`config.mk`:
```
export PLATFORM = sky130hd
export DESIGN_NAME = mac_scheduler
export DESIGN_NICKNAME = d
export VERILOG_FILES = /design/src/rtl/mac_scheduler_pkg.sv /design/src/rtl/mac_scheduler.sv
export SDC_FILE = /design/constraint.sdc
export NUM_CORES = 1
export LEC_CHECK = 0
export ABC_CLOCK_PERIOD_IN_PS = 2700
export BUFFER_PORTS_ARGS = -buffer_cell sky130_fd_sc_hd__clkbuf_2
export CAP_MARGIN = 15
export CELL_PAD_IN_SITES_DETAIL_PLACEMENT = 1
export CELL_PAD_IN_SITES_GLOBAL_PLACEMENT = 2
export CORE_AREA = 2 2 58 60
export DETAILED_ROUTE_END_ITERATION = 8
export DIE_AREA = 0 0 60 62
export HOLD_SLACK_MARGIN = 0.03
export PLACE_DENSITY_LB_ADDON = 0.2
export SETUP_SLACK_MARGIN = 0.15
export SYNTH_ARGS = -nofsm -noshare
export SYNTH_HDL_FRONTEND = slang
export SYNTH_SLANG_ARGS = --single-unit
export TNS_END_PERCENT = 20
```
`constraint.sdc`:
```
create_clock -name clk -period 2.7 [get_ports clk]
set_input_delay 0 -clock clk [delete_from_list [all_inputs] [get_ports clk]]
set_output_delay 0 -clock clk [all_outputs]
set_load 0.02 [all_outputs]
```
`src/rtl/mac_scheduler_pkg.sv`:
```
// Shared DSP package: scheduler state encoding and
// sizing constants for the multi-rate MAC scheduler.
package mac_scheduler_pkg;

  typedef enum logic [1:0] {
    IDLE = 2'd0,
    RUN  = 2'd1,
    DONE = 2'd2
  } sched_state_e;

  localparam int NSTG  = 3;
  localparam int TAP_W = 8;

endpackage

```
`src/rtl/mac_scheduler.sv`:
```
// Time-shares one MAC across three half-band stages:
// queues one request per stage, serves lowest stage first.
module mac_scheduler
  import mac_scheduler_pkg::*;
#(
  parameter int TAPS0 = 64,
  parameter int TAPS1 = 32,
  parameter int TAPS2 = 16
) (
  input  logic             clk,
  input  logic             rst_n,
  input  logic             sched_en,
  input  logic [NSTG-1:0]  stg_trig,
  input  logic             ovf_clr,
  output logic             mac_en,
  output logic             mac_clr,
  output logic [1:0]       mac_sel,
  output logic [TAP_W-1:0] tap_idx,
  output logic [NSTG-1:0]  stg_done,
  output logic [NSTG-1:0]  ovf,
  output logic             busy
);

  if (TAPS0 < 1 || TAPS0 > 256) begin : g_chk0
    $error("TAPS0 must be within 1..256");
  end
  if (TAPS1 < 1 || TAPS1 > 256) begin : g_chk1
    $error("TAPS1 must be within 1..256");
  end
  if (TAPS2 < 1 || TAPS2 > 256) begin : g_chk2
    $error("TAPS2 must be within 1..256");
  end

  localparam logic [TAP_W-1:0] LAST0 = TAP_W'(TAPS0 - 1);
  localparam logic [TAP_W-1:0] LAST1 = TAP_W'(TAPS1 - 1);
  localparam logic [TAP_W-1:0] LAST2 = TAP_W'(TAPS2 - 1);

  // Fixed priority: stage 0 (lowest rate, longest job) wins.
  function automatic logic [1:0] pick(
    input logic [NSTG-1:0] p
  );
    if (p[0])      return 2'd0;
    else if (p[1]) return 2'd1;
    else           return 2'd2;
  endfunction

  function automatic logic [TAP_W-1:0] last_tap(
    input logic [1:0] s
  );
    case (s)
      2'd0:    return LAST0;
      2'd1:    return LAST1;
      default: return LAST2;
    endcase
  endfunction

  sched_state_e     state_q, state_d;
  logic [NSTG-1:0]  pend_q, pend_d;
  logic [NSTG-1:0]  ovf_q, ovf_d;
  logic [1:0]       sel_q, sel_d;
  logic [TAP_W-1:0] tap_q, tap_d;
  logic [NSTG-1:0]  clr_mask;
  logic [NSTG-1:0]  trig_v;

  always_comb begin
    state_d  = state_q;
    sel_d    = sel_q;
    tap_d    = tap_q;
    clr_mask = '0;
    unique case (state_q)
      IDLE: begin
        if (|pend_q) begin
          sel_d    = pick(pend_q);
          clr_mask = 3'b001 << pick(pend_q);
          tap_d    = '0;
          state_d  = RUN;
        end
      end
      RUN: begin
        if (tap_q == last_tap(sel_q)) begin
          state_d = DONE;
        end else begin
          tap_d = tap_q + 8'd1;
        end
      end
      DONE: state_d = IDLE;
      default: state_d = IDLE;
    endcase
  end

  // A set in the select cycle re-queues the stage; only a
  // trigger against a still-queued request counts as lost.
  always_comb begin
    trig_v = stg_trig & {NSTG{sched_en}};
    pend_d = (pend_q & ~clr_mask) | trig_v;
    ovf_d  = (ovf_clr ? '0 : ovf_q)
           | (trig_v & pend_q & ~clr_mask);
  end

  always_ff @(posedge clk) begin
    if (!rst_n) begin
      state_q <= IDLE;
      pend_q  <= '0;
      ovf_q   <= '0;
      sel_q   <= '0;
      tap_q   <= '0;
    end else begin
      state_q <= state_d;
      pend_q  <= pend_d;
      ovf_q   <= ovf_d;
      sel_q   <= sel_d;
      tap_q   <= tap_d;
    end
  end

  always_comb begin
    mac_en   = (state_q == RUN);
    mac_clr  = (state_q == RUN) && (tap_q == '0);
    busy     = (state_q != IDLE);
    stg_done = (state_q == DONE) ? (3'b001 << sel_q) : '0;
    mac_sel  = sel_q;
    tap_idx  = tap_q;
    ovf      = ovf_q;
  end

endmodule

```
Yosys cells after proc, flatten, opt, wreduce, memory -nomap -nowiden
Index checks and enable logic that the tools add are counted.
Word-level totals
  bits in registers: 18
  input port bits: 7
  output and inout bits: 19
Cells by class
  bitwise logic cells: 7
  equality and inequality tests: 7
  multiplexer cells: 16
  shift operators: 2
  reductions and logical operators: 10
  add/subtract/negate cells: 1
Operators by type and width (count)
  $mux 8: 3
  $pmux 8 s2: 1
  $and 3x3->3: 4
  $mux 2: 6
  $mux 3: 4
  $pmux 6 s2: 1
  $add 8x1->8 const B: 1
  $eq 8x8->1: 1
  $logic_not 8->1: 1
  $or 3x3->3: 2
  $shl 1x2->3 const A: 2
  $eq 2x1->1 const B: 2
  $logic_not 2->1: 2
  $ne 2x2->1 const B: 2
  $pmux 2 s2: 1
  $reduce_and 2->1: 2
  $reduce_bool 2->1: 2
  $not 3->3: 1
  $reduce_and 3->1: 1
  $reduce_or 3->1: 1
  $eq 2x2->1 const B: 1
  $ne 2x1->1 const B: 1
  $logic_and 1x1->1: 1

Longest topological paths before layout
Gate-level depths: netlist of the first run.
  word-level depth: 10
  mapped depth: 5

Worst setup path after synthesis of the first run
OpenSTA, ideal clock, no wires.
  kind: register to register
  from: register tap_q[1], in the netlist tap_idx[1]
  to: register tap_q[5], in the netlist tap_idx[5]
  setup time: 0.118 ns
  period minus slack after synthesis: 1.679 ns
  cell stages (with the launch flop): 6
  buffers on the path: 0
  setup slack: 1.021 ns
  data arrival time: 1.561 ns
  cell sequence: dfxtp_1 -> ha_1 -> nand3_2 -> or3_1 -> o2111a_1 -> mux2i_1
Between the ends
  cells in the longest elaborated chain, start to end: 3
  elaborated cells between the ends (all ways): 6
RTL lines
  from (decl): line mac_scheduler.sv:61  | logic [TAP_W-1:0] tap_q, tap_d;
  from (signal assigned): line mac_scheduler.sv:112  | tap_q <= tap_d;
  $add 8x1->8 / $eq 8x8->1 (equally long branches): line mac_scheduler.sv:83, mac_scheduler.sv:80
  $mux 8 / $ne 2x2->1 (equally long branches)
  $pmux 8 s2 / $reduce_and 3->1 (equally long branches)
Several ways; a longest one is shown, not always the timed one. The select of a mux whose other input is x is not followed.
A chain may end at the register's enable or synchronous reset.

Worst setup path after layout of the first run
  from: register tap_q[1], in the netlist tap_idx[1]
  to: register tap_q[2], in the netlist tap_idx[2]
The elaborated chain is that of the path after synthesis.

==> run_results.csv, run 1 <==
group,metric,value,unit
outcome,outcome,"completed",
worst_setup_path,crit_cells,5,
worst_setup_path,cp_num_buf_inv,0,
clock_network,cts_hold_buffers,9,
layout,fin_nets,153,
worst_setup_path,r2r_end,"tap_idx[2]",
yosys,ys_types,37,
worst_setup_path,path_delay_family,"simple AND/OR/NAND/NOR gates",
grt,grt_pass1_vias,921,
placement,post_dp_cell_area,0.00111,mm²
min_path,hp-class,"primary input to flip-flop",
floorplan,fp.dieArea,0.00372,mm²
drt,vias,930,
worst_setup_path,rrSetupSlack,1.03,ns
yosys,synth-edff-count,0,
sta,rsz0062_at_grt,"no",
layout,n_antenna_cell,0,
clock_network,cts_buffers,3,
clock_network,cts_tree,"done",
sta,fmax,597,MHz
clock_network,post_cts_buffers,0,
layout,regArea,360,µm²
worst_setup_path,path_max_fanout,6,
clock_network,clkSlewWorstSetupHoldPaths,0.11,ns
yosys,postSynth.asyncResetShare,0,
floorplan,die_w,60,µm
flow_run,maxCapViolations,0,
worst_setup_path,arrival,1.92,ns
sta,slew_headroom,0.675,
layout,multi_input_area,538,µm²
grt,busiest_layer,"met2",
grt,met3_usage,0.0269,
clock_network,cts_resized,0,
drt,routed_wl,2550,µm
layout,area_growth,31.6,%
sta,post-route-period-util,0.620,
floorplan,initial_core_util,0.292,
min_path,holdPathStages,4,
floorplan,fp-row-count,21,
clock_network,clockBufferDepth,2,
yosys,synthCells,106,
worst_setup_path,cp_data_required_time,2.94,ns
layout,design_area,0.00122,mm²
pwr,report.power.total,0.000560,W
yosys,syn-num-nets,115,
yosys,seq_area_frac_synth,0.388,
layout,final_util,0.385,
yosys,yosysWarnings,0,
clock_network,htree_levels,1,
drt,drt-wirelength-per-cell,13.5,µm
yosys,syn_area,930,µm²
grt,antenna_found_initial,0,
pwr,power.leakage,0.490,nW
grt,grt_usage,0.160,
floorplan,coreArea,0.00318,mm²
clock_network,clock-sinks,18,
yosys,synth-main-ff-cell,"dfxtp_1",
sta,layout_min_cycle_time,1.67,ns
placement,hpwl,1860,µm
worst_setup_path,crit_path_start_kind,"flip-flop",
placement,gp_congestion,0.691,
drt,vias_per_cell,4.95,
worst_setup_path,end_kind,"flip-flop",
grt,grtUsageMet2,0.275,
drt,first_pass_iters,4,
drt,final_antenna_net_count,0,
floorplan,io_pins,26,
grt,met1_usage,0.198,
worst_setup_path,worstSetupPathType,"flip-flop to flip-flop",
layout,layout_common_cells,"clkbuf_2 (25), dfxtp_1 (18), nand2_1 (11), dlygate4sd3_1 (9), a21oi_1 (8)",
pwr,power.density,458,mW/mm²
worst_setup_path,max_stage_delay,0.44,ns
yosys,yosys_register_bits,18,
grt,grt_max_degree,13,
layout,fillerInstances,386,
drt,drt_iter0_markers,16,
pwr,vdd_drop_max,0.000181,V
clock_network,clk_latency,0.30,ns
grt,grt_pass1_wl,4420,µm
sta,final.setup.tns,0,ns
sta,finalHoldViolations,0,
min_path,min_from,"sched_en",
worst_setup_path,reg2regPathDepth,5,
sta,slew_violations,0,
floorplan,dieHeight,62,µm
worst_setup_path,crit_path_top_delay_cell,"dfxtp_1",
worst_setup_path,reg2reg_from,"tap_idx[1]",
drt,drc,0,
sta,setup_violations,0,
worst_setup_path,crit_chain,"ha_1 > nand3_2 > or3_1 > o211ai_1 > mux2i_1",
sta,skew,0.00317,ns
placement,io_buffers,25,
min_path,hold_end,"ovf[2]",
grt,overflow,0,
layout,final_common_cell,"clkbuf_2",
yosys,syn_area_per_cell,8.77,µm²
clock_network,clock-root-buffer,"clkbuf_4",
sta,tightestPinTransition,0.484,ns
layout,drive_gt1_frac,0.254,
[cells in the mapped netlist, types with 2 or more instances]
| cell | n | area share |
|---|---|---|
| nor4b_1 | 2 | 0.019 |
| nor2_1 | 6 | 0.024 |
| mux2i_1 | 5 | 0.054 |
| nand4_1 | 4 | 0.027 |
| or3_1 | 3 | 0.020 |
| inv_1 | 5 | 0.020 |
| o21ai_0 | 3 | 0.016 |
| nand2b_1 | 7 | 0.047 |
| nand2_1 | 11 | 0.044 |
| and2_1 | 2 | 0.013 |
| o31ai_1 | 2 | 0.016 |
| xnor2_1 | 2 | 0.019 |
| o211ai_1 | 4 | 0.032 |
| a21oi_1 | 8 | 0.043 |
| ha_1 | 2 | 0.027 |
| dfxtp_1 | 18 | 0.39 |
| a22oi_1 | 2 | 0.016 |
[per-stage QoR]
step                      setup WS, ns  std cells  hold slack, ns
after CTS                         1.02        188           0.118
after global placement            1.09        176           0.219
final                             1.03        188           0.136
after detailed placement          1.04        176           0.238
after floorplan                   1.02        106           0.122
after global routing             0.880        188           0.130
[sequential cells by signal, indices dropped and copies added, names as in the netlist]
register,cells
pend_q,3
ovf,3
mac_sel,2
state_q,2
tap_idx,8
[where the power goes]
part / internal, W / switching (W)
logic: 0.0000495 / 0.0000753
registers: 0.000276 / 0.0000148
clock network: 0.0000521 / 0.0000919
[kinds of logic (layout without fill, tap and decap cells)]
| kind of cell | count (synthesis) | count (layout) | synth area share |
|---|---|---|---|
| mux | 5 | 5 | 0.0538 |
| xor+xnor | 2 | 2 | 0.0188 |
| fa+ha+maj | 2 | 2 | 0.0269 |
| compound gates | 26 | 26 | 0.195 |
| buf+inv | 8 | 44 | 0.0336 |
| flops | 18 | 18 | 0.388 |
| simple gates | 45 | 45 | 0.284 |
[layer usage]
layer / vias up / part of all wire
li1: 461 / -
met1: 442 / 0.44
met2: 22 / 0.50
met3: 5 / 0.038
met4: 0 / 0.017
met5: - / 0
[worst max path at each step]
stage,end,start,slack [ns]
after floorplan,tap_idx[5],tap_idx[1],1.02
after global placement,tap_idx[5],tap_idx[0],1.09
after detailed placement,tap_idx[2],tap_idx[1],1.04
after CTS,tap_idx[2],tap_idx[1],1.02
after global routing,tap_idx[2],tap_idx[1],0.88
final,tap_idx[2],tap_idx[1],1.03
[worst reg2reg max path, cell delays in order (launching register included)]
cell and delay (ns):
dfxtp_1 0.44, ha_1 0.22, nand3_2 0.13, or3_1 0.40
o211ai_1 0.24, mux2i_1 0.20
[layout make-up]
type	count	area share
clock buffer	3	0.0184
inverter	6	0.0184
multi-input combinational	80	0.440
sequential	18	0.294
tap	46	0.0470
timing repair buffer	35	0.182
(Power assumes the default switching activity.)
==> inputs of run 2 (changes only) <==
--- a/config.mk
+++ b/config.mk
@@ -5,14 +5,15 @@
 export SDC_FILE = /design/constraint.sdc
 export NUM_CORES = 1
 export LEC_CHECK = 0
-export ABC_CLOCK_PERIOD_IN_PS = 2700
+export ABC_AREA = 1
+export ABC_CLOCK_PERIOD_IN_PS = 1700
 export BUFFER_PORTS_ARGS = -buffer_cell sky130_fd_sc_hd__clkbuf_2
 export CAP_MARGIN = 15
 export CELL_PAD_IN_SITES_DETAIL_PLACEMENT = 1
 export CELL_PAD_IN_SITES_GLOBAL_PLACEMENT = 2
-export CORE_AREA = 2 2 58 60
+export CORE_AREA = 2 2 63 65
 export DETAILED_ROUTE_END_ITERATION = 8
-export DIE_AREA = 0 0 60 62
+export DIE_AREA = 0 0 65 67
 export HOLD_SLACK_MARGIN = 0.03
 export PLACE_DENSITY_LB_ADDON = 0.2
 export SETUP_SLACK_MARGIN = 0.15
==> constraint.sdc (replaced) <==
create_clock -name clk -period 1.7 [get_ports clk]
set_input_delay 0 -clock clk [delete_from_list [all_inputs] [get_ports clk]]
set_output_delay 0 -clock clk [all_outputs]
set_load 0.02 [all_outputs]
==> run_results.csv, run 2 <==
group,metric,value,unit
yosys,postSynth.asyncResetShare,0,
worst_setup_path,max_stage_delay,0.31,ns
sta,layout_min_cycle_time,1.45,ns
pwr,swShare,0.297,
clock_network,clock-root-buffer,"clkbuf_8",
layout,layout_common_cells,"nand2_1 (28), clkbuf_2 (25), dfxtp_1 (16), a21oi_1 (14), nand3_1 (13)",
outcome,outcome,"completed",
clock_network,htree_levels,1,
min_path,hold_end,"ovf[1]",
drt,drt-wirelength-per-cell,12.3,µm
sta,setup_violations,0,
worst_setup_path,path_max_fanout,8,
layout,n_antenna_cell,0,
floorplan,fp-row-count,22,
pwr,power.density,805,mW/mm²
layout,drive_gt1_frac,0.339,
drt,vias,982,
yosys,synth-main-ff-cell,"dfxtp_1",
clock_network,cts_buffers,3,
floorplan,coreArea,0.00361,mm²
placement,io_buffers,25,
yosys,syn_area,958,µm²
clock_network,clock-sinks,18,
min_path,min_from,"ovf_clr",
sta,slew_headroom,0.745,
min_path,hp-class,"primary input to flip-flop",
placement,gp_congestion,0.836,
worst_setup_path,cp_common_cell,"inv_1",
clock_network,clockBufferDepth,2,
layout,instances_no_fill,216,
layout,final_common_cell,"nand2_1",
worst_setup_path,cp_data_required_time,1.70,ns
pwr,vdd_drop_max,0.000349,V
yosys,syn_area_per_cell,7.21,µm²
floorplan,dieHeight,67,µm
sta,fmax,690,MHz
yosys,ys_types,23,
grt,overflow,0,
worst_setup_path,arrival,1.45,ns
layout,largest_reg_flops,8,
min_path,holdPathStages,4,
sta,slew_violations,0,
yosys,synthCells,133,
layout,fillerInstances,467,
yosys,synth_area_leaders,"dfxtp_1 (38%), nand2_1 (11%), a21oi_1 (7.3%), nand3_1 (6.8%), inv_1 (4.7%)",
drt,vias_per_cell,4.55,
layout,area_growth,31.7,%
grt,antenna_found_initial,0,
sta,finalHoldViolations,0,
layout,final_util,0.350,
floorplan,fp.dieArea,0.00436,mm²
drt,drt_iter0_markers,38,
pwr,p_comb_frac,0.204,
grt,grt_usage,0.133,
worst_setup_path,path_delay_family,"buffers and inverters",
placement,hpwl,2100,µm
grt,grt_max_degree,11,
worst_setup_path,r2r_end,"tap_idx[6]",
flow_run,maxCapViolations,0,
drt,drc,0,
placement,place_worst_setup_slack,0.139,ns
floorplan,initial_core_util,0.266,
yosys,synth_most_common_cell,"nand2_1",
yosys,syn-num-nets,142,
worst_setup_path,crit_chain,"inv_1 > nor2_4 > inv_1 > nor3_1 > clkbuf_2",
placement,post-place-cells,206,
yosys,synth-edff-count,0,
sta,post-route-period-util,0.852,
clock_network,clkSlewWorstSetupHoldPaths,0.07,ns
drt,final_antenna_net_count,0,
sta,rsz0062_at_grt,"yes",
grt,grt_pass1_vias,948,
worst_setup_path,reg2reg_from,"tap_idx[0]",
clock_network,clk_latency,0.25,ns
worst_setup_path,end_kind,"output pin",
worst_setup_path,reg2regPathDepth,7,
worst_setup_path,rrSetupSlack,0.29,ns
yosys,netlist.area_leader.share,0.376,
yosys,synth_commonest_cells,"nand2_1 (28), dfxtp_1 (18), a21oi_1 (14), nand3_1 (13), inv_1 (12)",
sta,final.setup.tns,0,ns
yosys,yosysWarnings,0,
yosys,synth_top_area_cell,"dfxtp_1",
floorplan,io_pins,26,
layout,multi_input_area,536,µm²
drt,routed_wl,2660,µm
pwr,internal_power,0.000714,W
yosys,yosys_register_bits,18,
pwr,p_seq_frac,0.455,
yosys,seq_area_frac_synth,0.376,
layout,regArea,363,µm²
drt,first_pass_iters,4,
pwr,p_sw,0.000302,W
floorplan,die_w,65,µm
grt,grt_pass1_wl,4450,µm
layout,fin_nets,178,
pwr,p_clk_frac,0.341,
pwr,power.leakage,0.526,nW
worst_setup_path,cp_num_buf_inv,3,
clock_network,cts_tree,"done",
worst_setup_path,crit_path_top_delay_cell,"dfxtp_1",
worst_setup_path,crit_path_start_kind,"flip-flop",
sta,skew,0.00469,ns
worst_setup_path,worstSetupPathType,"flip-flop to output pin",
sta,tightestPinTransition,0.382,ns
sta,finalWorstSetupSlack,0.252,ns
-- run 2: worst max path at each step --
stage	start	depth (start not counted)	slack, ns	endpoint
6_report	state_q[0]	5	0.25	mac_clr
3_3_place_gp	tap_idx[0]	8	0.24	tap_idx[5]
3_5_place_dp	tap_idx[0]	8	0.14	tap_idx[6]
2_1_floorplan	tap_idx[0]	8	0.18	tap_idx[6]
4_1_cts	tap_idx[0]	8	0.18	tap_idx[6]
5_1_grt	state_q[0]	5	0.15	mac_clr
-- run 2: tightest hold or removal path, stage by stage --
cell	delay, ns
clkbuf_2	0.07
inv_1	0.05
nand2_1	0.06
a21oi_1	0.05
-- run 2: cell type report --
cell class | instances | share of cell area
Sequential cell | 18 | 0.287
Multi-Input combinational cell | 98 | 0.424
Clock buffer | 4 | 0.0436
Timing Repair Buffer | 32 | 0.149
Tap cell | 48 | 0.0476
Inverter | 16 | 0.0486
-- run 2: metrics by stage --
stage	total power, W	area, µm²	hold slack (ns)
after CTS	0.00104	1240	0.0371
after global placement	0.000671	1150	0.237
final	0.00102	1260	0.0397
after floorplan	0.000606	958	0.120
after detailed placement	0.000675	1150	0.247
after global routing	0.00108	1260	0.0466
-- run 2: cell families (layout without fill, tap and decap cells) --
group / Yosys count / in the layout / share of synthesized area
simple gates: 76 / 76 / 0.396
compound gates: 20 / 20 / 0.134
flops: 18 / 18 / 0.376
buf+inv: 17 / 52 / 0.0679
fa+ha+maj: 2 / 2 / 0.0261
-- run 2: repair_timing --
item,CTS,global route
pin swaps,0,1
hold buffers,4,0
setup buffers,0,2
hold endpoints to repair,7,0
endpoints found under the setup margin,6,8
gates resized for setup,2,1
-- run 2: per-layer routing --
metal,vias to the layer above,track usage,routed length [µm]
met4,0,0.0399,22
met3,2,0.0203,71
met5,-,0,0
met1,460,0.179,1370
li1,507,-,-
met2,13,0.216,1200
-- run 2: power groups by stage --
stage	combinational, W	clock [W]	sequential, W
after global placement	0.000200	0	0.000470
after floorplan	0.000128	0	0.000478
final	0.000207	0.000347	0.000462
after CTS	0.000211	0.000362	0.000463
after detailed placement	0.000203	0	0.000472
after global routing	0.000229	0.000386	0.000465
==> inputs of run 3 (changes only) <==
--- a/config.mk
+++ b/config.mk
@@ -7,7 +7,7 @@
 export LEC_CHECK = 0
 export ABC_AREA = 1
 export ABC_CLOCK_PERIOD_IN_PS = 1700
-export BUFFER_PORTS_ARGS = -buffer_cell sky130_fd_sc_hd__clkbuf_2
+export BUFFER_PORTS_ARGS = -buffer_cell sky130_fd_sc_hd__buf_2
 export CAP_MARGIN = 15
 export CELL_PAD_IN_SITES_DETAIL_PLACEMENT = 1
 export CELL_PAD_IN_SITES_GLOBAL_PLACEMENT = 2
@@ -16,6 +16,7 @@
 export DIE_AREA = 0 0 65 67
 export HOLD_SLACK_MARGIN = 0.03
 export PLACE_DENSITY_LB_ADDON = 0.2
+export REMOVE_ABC_BUFFERS = 1
 export SETUP_SLACK_MARGIN = 0.15
 export SYNTH_ARGS = -nofsm -noshare
 export SYNTH_HDL_FRONTEND = slang
==> constraint.sdc (replaced) <==
create_clock -name clk -period 1.7 [get_ports clk]
set_input_delay 0 -clock clk [delete_from_list [all_inputs] [get_ports clk]]
set_output_delay 0 -clock clk [all_outputs]
set_load 0.005 [all_outputs]
==> run_results.csv, run 3 (synthesis results as in run 2) <==
group,metric,value,unit
outcome,outcome,"completed",
pwr,power.leakage,0.547,nW
drt,routed_wl,2820,µm
grt,grt_pass1_vias,992,
sta,tightestPinTransition,0.391,ns
layout,fillerInstances,473,
sta,slew_headroom,0.739,
floorplan,fp.dieArea,0.00436,mm²
worst_setup_path,crit_path_top_delay_cell,"dfxtp_2",
layout,n_antenna_cell,0,
sta,fmax,705,MHz
layout,final_util,0.356,
flow_run,maxCapViolations,0,
floorplan,fp-row-count,22,
clock_network,htree_levels,1,
placement,hpwl,2130,µm
clock_network,clock-sinks,18,
grt,grt_usage,0.142,
worst_setup_path,path_delay_family,"simple AND/OR/NAND/NOR gates",
placement,post_dp_cell_area,0.00115,mm²
layout,drive_gt1_frac,0.329,
worst_setup_path,crit_path_start_kind,"flip-flop",
floorplan,io_pins,26,
worst_setup_path,reg2regPathDepth,8,
sta,skew,0.00496,ns
layout,design_area,0.00128,mm²
clock_network,cts_tree,"done",
placement,gp_congestion,0.694,
drt,final_antenna_net_count,0,
floorplan,initial_core_util,0.266,
worst_setup_path,path_max_fanout,7,
worst_setup_path,cp_common_cell,"nand2_4",
grt,grt_pass1_wl,4630,µm
clock_network,clockBufferDepth,2,
worst_setup_path,crit_chain,"ha_1 > nand2_2 > nor2_2 > nand3_2 > nand2_4 > nand2_4 > nand2_1 > a21oi_2",
pwr,vdd_drop_max,0.000488,V
drt,drc,0,
floorplan,dieHeight,67,µm
layout,fin_nets,180,
drt,first_pass_iters,4,
sta,rsz0062_at_grt,"no",
clock_network,clk_latency,0.26,ns
sta,setup_violations,0,
layout,largest_reg_flops,8,
layout,final_common_cell,"nand2_1",
clock_network,cts_buffers,3,
pwr,power.density,785,mW/mm²
sta,slew_violations,0,
worst_setup_path,worstSetupPathType,"flip-flop to flip-flop",
grt,overflow,0,
drt,drt_iter0_markers,18,
clock_network,clkSlewWorstSetupHoldPaths,0.07,ns
layout,area_growth,34.1,%
floorplan,die_w,65,µm
worst_setup_path,arrival,1.55,ns
drt,drt-wirelength-per-cell,12.9,µm
sta,finalHoldViolations,0,
placement,io_buffers,25,
clock_network,clock-root-buffer,"clkbuf_8",
worst_setup_path,end_kind,"flip-flop",
grt,antenna_found_initial,0,
min_path,holdPathStages,3,
placement,place_worst_setup_slack,0.170,ns
sta,finalWorstSetupSlack,0.282,ns
grt,grt_max_degree,11,
worst_setup_path,cp_num_buf_inv,0,
clock_network,post_cts_buffers,0,
drt,vias,1020,
worst_setup_path,max_stage_delay,0.38,ns
floorplan,coreArea,0.00361,mm²
sta,layout_min_cycle_time,1.42,ns
worst_setup_path,cp_data_required_time,1.84,ns
sta,final.setup.tns,0,ns
layout,layout_common_cells,"nand2_1 (28), buf_2 (25), dfxtp_1 (16), a21oi_1 (14), nand3_1 (13)",
worst_setup_path,crit_cells,8,
drt,vias_per_cell,4.68,
sta,post-route-period-util,0.834,
min_path,hp-class,"primary input to flip-flop",
[run 3: cell types whose count changed in the layout (fill, tap and decap cells not counted)]
cell / before / now
buf_2: 0 / 25
clkbuf_2: 25 / 0
dlygate4sd3_1: 4 / 7
buf_4: 3 / 2
[run 3: what timing repair did]
action,4_1_cts,5_1_grt
setup endpoints to repair,1,5
endpoints found under the hold margin,6,0
hold buffers,7,0
gates resized for setup,1,2
pin swaps,0,0
cloned,0,0
[run 3: power by group]
part           internal [W]  total [W]  switching (W)
clock              0.000206   0.000358       0.000152
combinational     0.0000740   0.000188       0.000114
sequential         0.000440   0.000462      0.0000226
total              0.000719    0.00101       0.000289
[run 3: final timing paths]
path              start          to  slack, ns
max          tap_idx[0]  tap_idx[5]       0.28
min            sched_en   pend_q[0]       0.05
max reg2reg  tap_idx[0]  tap_idx[5]       0.28
min reg2reg      ovf[2]      ovf[2]       0.47
[run 3: through the flow]
step / cells / hold WS [ns] / total power (W)
finish: 218 / 0.0524 / 0.00101
global route: 218 / 0.0452 / 0.00108
CTS: 218 / 0.0368 / 0.00103
detailed placement: 207 / 0.253 / 0.000650
global placement: 207 / 0.236 / 0.000648
floorplan: 132 / 0.120 / 0.000584
[run 3: metal layers]
metal  global-route usage  up-vias  routed length [µm]
met4               0.0372        0                  19
met3               0.0355        2                 102
met1                0.156      484                1240
li1                     -      513                   -
met2                0.268       21                1460
met5                    0        -                   0
[run 3: final cells by class]
cell class              count  area (µm²)  share of cell area
multi-input cells          98         536               0.417
flip-flops and latches     18         363               0.282
clock buffers               4        55.1              0.0428
well taps                  48        60.1              0.0467
inverters                  16        61.3              0.0477
repair buffers             34         210               0.164
[run 3: worst min-delay path: cells and delay by family]
kind                   cells  cell delay, ns
AOI/OAI and AO/OA          1            0.06
buffers and inverters      1            0.13
and+or+nand+nor            1            0.07
